[src/rtl/control_sequencer_if.sv]
// Bus bundle between the control sequencer and the rest of the 8-bit bus computer.
// The sequencer (slave side) consumes opcode/flags and produces the control word, step and halted.
interface control_sequencer_if #(
    parameter int STEP_W = 3
);
    logic [3:0]        opcode;
    logic              carry;
    logic              zero;
    logic [15:0]       ctrl;
    logic [STEP_W-1:0] step;
    logic              halted;

    modport master (
        output opcode, carry, zero,
        input  ctrl, step, halted
    );

    modport slave (
        input  opcode, carry, zero,
        output ctrl, step, halted
    );
endinterface

[src/rtl/control_sequencer.sv]
// Microcoded T-state sequencer: steps each instruction and decodes the 16-bit bus control word.
// Optional macro SEQ_EARLY_END_EN ends an instruction right after its last non-empty step.
module control_sequencer #(
    parameter int NUM_STEPS = 6,
    parameter int STEP_W    = 3
) (
    input  logic                clk,
    input  logic                clr,
    control_sequencer_if.slave  bus
);
    localparam logic [15:0] HLT      = 16'h0001;
    localparam logic [15:0] MAR_IN   = 16'h0002;
    localparam logic [15:0] RAM_IN   = 16'h0004;
    localparam logic [15:0] RAM_OUT  = 16'h0008;
    localparam logic [15:0] IR_IN    = 16'h0010;
    localparam logic [15:0] IR_OUT   = 16'h0020;
    localparam logic [15:0] A_IN     = 16'h0040;
    localparam logic [15:0] A_OUT    = 16'h0080;
    localparam logic [15:0] ALU_OUT  = 16'h0100;
    localparam logic [15:0] SUB      = 16'h0200;
    localparam logic [15:0] B_IN     = 16'h0400;
    localparam logic [15:0] OUT_IN   = 16'h0800;
    localparam logic [15:0] PC_INC   = 16'h1000;
    localparam logic [15:0] PC_OUT   = 16'h2000;
    localparam logic [15:0] PC_JUMP  = 16'h4000;
    localparam logic [15:0] FLAGS_IN = 16'h8000;

    localparam logic [3:0]        OP_HLT    = 4'b1111;
    localparam logic [STEP_W-1:0] STEP_LAST = STEP_W'(NUM_STEPS - 1);
    localparam logic [STEP_W-1:0] STEP_EXEC = STEP_W'(2);

    typedef enum logic {ST_RUN, ST_HALT} state_t;

    state_t            state_q, state_d;
    logic [STEP_W-1:0] step_q, step_d;

    function automatic logic [15:0] decode(input logic [STEP_W-1:0] s, input logic [3:0] op,
                                           input logic c, input logic z);
        logic [15:0] w;
        w = '0;
        case (int'(s))
            0: w = PC_OUT | MAR_IN;
            1: w = RAM_OUT | IR_IN | PC_INC;
            2: begin
                case (op)
                    4'b0001, 4'b0010, 4'b0011, 4'b0100: w = IR_OUT | MAR_IN;
                    4'b0101: w = IR_OUT | A_IN;
                    4'b0110: w = IR_OUT | PC_JUMP;
                    4'b0111: w = c ? (IR_OUT | PC_JUMP) : 16'h0000;
                    4'b1000: w = z ? (IR_OUT | PC_JUMP) : 16'h0000;
                    4'b1110: w = A_OUT | OUT_IN;
                    4'b1111: w = HLT;
                    default: w = '0;
                endcase
            end
            3: begin
                case (op)
                    4'b0001: w = RAM_OUT | A_IN;
                    4'b0010, 4'b0011: w = RAM_OUT | B_IN;
                    4'b0100: w = A_OUT | RAM_IN;
                    default: w = '0;
                endcase
            end
            4: begin
                case (op)
                    4'b0010: w = ALU_OUT | A_IN | FLAGS_IN;
                    4'b0011: w = ALU_OUT | A_IN | FLAGS_IN | SUB;
                    default: w = '0;
                endcase
            end
            default: w = '0;
        endcase
        return w;
    endfunction

    logic        end_now;
    logic [15:0] next_decode;

    always_comb begin
        next_decode = decode(step_q + STEP_W'(1), bus.opcode, bus.carry, bus.zero);
`ifdef SEQ_EARLY_END_EN
        // Past fetch, an all-zero next step means the instruction has nothing left to do.
        end_now = (step_q == STEP_LAST) || ((step_q >= STEP_EXEC) && (next_decode == 16'h0000));
`else
        end_now = (step_q == STEP_LAST);
`endif
    end

    always_comb begin
        state_d = state_q;
        step_d  = step_q;
        if (clr) begin
            state_d = ST_RUN;
            step_d  = '0;
        end else if (state_q == ST_HALT) begin
            step_d  = step_q;
        end else if ((step_q == STEP_EXEC) && (bus.opcode == OP_HLT)) begin
            state_d = ST_HALT;
            step_d  = step_q;
        end else if (end_now) begin
            step_d  = '0;
        end else begin
            step_d  = step_q + STEP_W'(1);
        end
    end

    always_ff @(posedge clk) begin
        if (clr) begin
            state_q <= ST_RUN;
            step_q  <= '0;
        end else begin
            state_q <= state_d;
            step_q  <= step_d;
        end
    end

    // Halted output mirrors the FSM state; once halted the word is pinned to HLT.
    always_comb begin
        if (clr) begin
            bus.ctrl = 16'h0000;
        end else if (state_q == ST_HALT) begin
            bus.ctrl = HLT;
        end else begin
            bus.ctrl = decode(step_q, bus.opcode, bus.carry, bus.zero);
        end
        bus.step   = step_q;
        bus.halted = (state_q == ST_HALT);
    end
endmodule
[src/flat_wrapper.sv]
// flat-port wrapper written by rule: the top's interface ports become plain ports
module control_sequencer_flat 
#(
    parameter int NUM_STEPS = 6,
    parameter int STEP_W    = 3
)
  (clk, clr, bus_opcode, bus_carry, bus_zero, bus_ctrl, bus_step, bus_halted);
  control_sequencer_if #(.STEP_W(STEP_W)) bus_i ();
  input  logic clk;
  input  logic clr;
  input wire logic [$bits(bus_i.opcode)-1:0] bus_opcode;
  input wire logic [$bits(bus_i.carry)-1:0] bus_carry;
  input wire logic [$bits(bus_i.zero)-1:0] bus_zero;
  output wire logic [$bits(bus_i.ctrl)-1:0] bus_ctrl;
  output wire logic [$bits(bus_i.step)-1:0] bus_step;
  output wire logic [$bits(bus_i.halted)-1:0] bus_halted;
  assign bus_i.opcode = bus_opcode;
  assign bus_i.carry = bus_carry;
  assign bus_i.zero = bus_zero;
  assign bus_ctrl = bus_i.ctrl;
  assign bus_step = bus_i.step;
  assign bus_halted = bus_i.halted;
  control_sequencer #(.NUM_STEPS(NUM_STEPS), .STEP_W(STEP_W)) u_core (.clk(clk), .clr(clr), .bus(bus_i));
endmodule
[config.mk]
export PLATFORM = sky130hd
export DESIGN_NAME = control_sequencer_flat
export DESIGN_NICKNAME = d
export VERILOG_FILES = /design/src/rtl/control_sequencer_if.sv /design/src/rtl/control_sequencer.sv /design/src/flat_wrapper.sv
export SDC_FILE = /design/constraint.sdc
export NUM_CORES = 1
export LEC_CHECK = 0
export CAP_MARGIN = 5
export CORE_AREA = 4 4 41 43
export CTS_BUF_LIST = sky130_fd_sc_hd__clkbuf_8
export DETAILED_ROUTE_END_ITERATION = 12
export DIE_AREA = 0 0 45 47
export DONT_BUFFER_PORTS = 1
export GPL_ROUTABILITY_DRIVEN = 1
export GPL_TIMING_DRIVEN = 0
export PLACE_DENSITY_LB_ADDON = 0.2
export SLEW_MARGIN = 10
export SYNTH_ARGS = -nofsm -noshare
export SYNTH_HDL_FRONTEND = slang
export SYNTH_SLANG_ARGS = --single-unit
export TNS_END_PERCENT = 1
[constraint.sdc]
create_clock -name clk -period 4.9 [get_ports clk]
set_input_delay 0.735 -clock clk [delete_from_list [all_inputs] [get_ports clk]]
set_output_delay 0.735 -clock clk [all_outputs]
set_load 0.02 [all_outputs]
==> qor.csv <==
metric;value;unit
leakage dissipation;0.240;nW
hpwl dp;964;um
detailed-routing iteration count for the pre-antenna-repair pass;4;
wire length of the first global-routing pass;1990;um
antenna-violating nets left;0;
leading cell types in the layout, fill and taps excluded;sky130_fd_sc_hd__nor2_1, sky130_fd_sc_hd__clkbuf_1, sky130_fd_sc_hd__nand2_1;
average size of a mapped cell;7.30;sq um
cell count after synthesis;73;
Clock H-tree levels;1;
GRT busiest layer;met2;
area of the placeable core;1300;sq um
nature of the critical path startpoint;flop;
Setup CP Type;reg2out;
Final Hold Violating Endpoints;0;
Min Hold Slack;0.714;ns
final-stage net count;87;
relative max-transition margin;0.341;
placer's final routability congestion estimate;0.818;
CP Capture Type;output pin;
RSZ-0062 raised after global routing;false;
dominant cells by area after synthesis;sky130_fd_sc_hd__dfxtp_1, sky130_fd_sc_hd__buf_6, sky130_fd_sc_hd__mux2i_1, sky130_fd_sc_hd__nor2_1, sky130_fd_sc_hd__a211oi_1;
max-slew violations;0;
Final Skew;0.00176;ns
total via count in the routed design;517;
Total Die Area;2120;sq um
largest area contributor in the synthesized netlist;sky130_fd_sc_hd__dfxtp_1;
Area growth syn-to-layout;11.3;%
met3 track utilization from global routing;0.0575;
library cell used as clock root buffer;sky130_fd_sc_hd__clkbuf_8;
Crit path largest cell delay;0.83;ns
clock latency at the later pin of the worst-skew pair;0.21;ns
total negative setup slack;0;ns
1st-iter DRT viols;7;
met2 capacity usage during global routing;0.201;
number of antenna violations at the first check in global routing;0;
cell chain of the critical path;and2_2 > ha_1 > or4b_2 > nor4b_1;
worst vdd ir;0.000188;V
Crit path arrival time;2.69;ns
number of buffers created by CTS;3;
Syn Nets;82;
Longest Clk Path Bufs;2;
number of distinct library cells after synthesis;34;
clock edge transition at the registers on the reported setup and hold paths;0.03;ns
maximum number of pins on one net before global-route repair;11;
Power Density;255;nW/um^2
data required time at the worst endpoint;4.16;ns
Max stage delay cell, worst path;sky130_fd_sc_hd__nor4b_1;
final standard cell utilization of the core;0.456;
post_cts resized;0;
top cell type's share of synthesized area;0.150;
sequential cell area fraction in the yosys report;0.150;
max cap viols;0;
Period minus WS final;3.43;ns
sum of overflow across all layers after global routing;0;
fmax;0.292;GHz
clock net sink count;4;
initial cell density of the core;0.410;
post-cts hold buffer count;0;
final count of negative-setup-slack endpoints;0;
detailed-route DRC error count;0;
via density per instance;5.68;
overall die width;45;um
Port Buf Inserts;0;
die extent in y;47;um
Setup Buffers After CTS;0;
I/O pin count;28;
class of the most critical hold timing path;reg2reg;
total routing resource utilization after global routing;0.124;
Placement Cell Area;552;sq um
vias in the first global route;470;
worst slack at placement;1.64;ns
most common cell after layout, fill and taps aside;sky130_fd_sc_hd__nor2_1;
Worst Setup Slack, final;1.47;ns
floorplan row count;13;
post-synthesis sequential element count;4;
CTS tree;yes;
run status;completed;
ratio of cells with drive above 1 in the final layout;0.211;
Ys Warns;0;
post-DR wirelength/cell;14.5;um
top fanout value on the critical path;10;
combined area of all synthesized cells;533;sq um
Diodes inserted;0;
final clock period utilization by the worst path;0.700;
transition time at the pin with the least slew margin;0.979;ns
global routing usage on met1;0.162;
wirelength, routed;1320;um
post-route design area;593;sq um
[flip-flops by register name, summed over array words and instances, names as in the netlist]
name / cells
u_core.bus.halted: 1
u_core.bus.step: 3
[through the flow]
stage / total power [mW] / cells
6_report: 0.151 / 91
5_1_grt: 0.160 / 91
4_1_cts: 0.153 / 91
3_5_place_dp: 0.0836 / 88
3_3_place_gp: 0.0828 / 88
2_1_floorplan: 0.0768 / 73
[synthesized netlist by cell type]
library cell and number:
sky130_fd_sc_hd__buf_6 3, sky130_fd_sc_hd__o32ai_1 1, sky130_fd_sc_hd__a311o_2 1, sky130_fd_sc_hd__nand2b_1 3, sky130_fd_sc_hd__nor3_1 3, sky130_fd_sc_hd__nor4b_1 1
sky130_fd_sc_hd__nor4_1 3, sky130_fd_sc_hd__and2_2 1, sky130_fd_sc_hd__o21ba_2 2, sky130_fd_sc_hd__o21ai_0 2, sky130_fd_sc_hd__o21a_1 1, sky130_fd_sc_hd__or4_4 1
sky130_fd_sc_hd__clkbuf_1 6, sky130_fd_sc_hd__inv_1 5, sky130_fd_sc_hd__mux2i_1 3, sky130_fd_sc_hd__or3_1 1, sky130_fd_sc_hd__or4b_2 1, sky130_fd_sc_hd__a21oi_1 1
sky130_fd_sc_hd__nor3b_1 2, sky130_fd_sc_hd__and3_1 1, sky130_fd_sc_hd__xor2_1 1, sky130_fd_sc_hd__or4_1 1, sky130_fd_sc_hd__nand3_1 1, sky130_fd_sc_hd__ha_1 1
sky130_fd_sc_hd__dfxtp_1 4, sky130_fd_sc_hd__or2b_1 1, sky130_fd_sc_hd__a31oi_1 1, sky130_fd_sc_hd__buf_4 2, sky130_fd_sc_hd__or3_4 1, sky130_fd_sc_hd__nor2_1 7
sky130_fd_sc_hd__a211oi_1 3, sky130_fd_sc_hd__o22ai_2 1, sky130_fd_sc_hd__nand2_1 6, sky130_fd_sc_hd__o211a_1 1
[cell families after synthesis]
| group | after synthesis | synth area share |
|---|---|---|
| buffers and inverters | 16 | 0.169 |
| AND/OR/NAND/NOR | 34 | 0.371 |
| multiplexers | 3 | 0.0563 |
| flip-flops | 4 | 0.150 |
| AO/OA/AOI/OAI | 14 | 0.214 |
| adder cells (fa/ha/maj) | 1 | 0.0235 |
| XOR/XNOR | 1 | 0.0164 |
[worst paths after layout]
check / cells past startpoint / slack [ns] / startpoint / end
hold reg to reg: 3 / 0.71 / u_core.bus.halted / u_core.bus.step[2]
hold / removal: 3 / 0.71 / u_core.bus.halted / u_core.bus.step[2]
setup reg to reg: 5 / 3.11 / u_core.bus.step[2] / u_core.bus.step[2]
setup / recovery: 4 / 1.47 / u_core.bus.step[1] / bus_ctrl[2]
[report_power, final]
group	switching [mW]	total [mW]	internal, mW
registers	0.00602	0.0411	0.0351
clock network	0.0161	0.0683	0.0523
logic	0.0256	0.0416	0.0160
total	0.0477	0.151	0.103
[worst max-delay path: cells and delay by family (launching register included)]
family	cells	cell delay, ns
flops	1	0.60
simple gates	3	1.71
fa+ha+maj	1	0.17
[cell type report]
cell class | instances | area [sq um]
Multi-Input combinational cell | 53 | 363
Tap cell | 15 | 18.8
Sequential cell | 4 | 80.1
Inverter | 5 | 18.8
Buffer | 11 | 71.3
Fill cell | 148 | 708
Clock buffer | 3 | 41.3
[metal layers]
layer,vias up,share of wire
met5,-,0
met1,237,0.48
met4,0,0
met3,0,0.090
met2,17,0.43
li1,263,-
(Power assumes the default switching activity.)
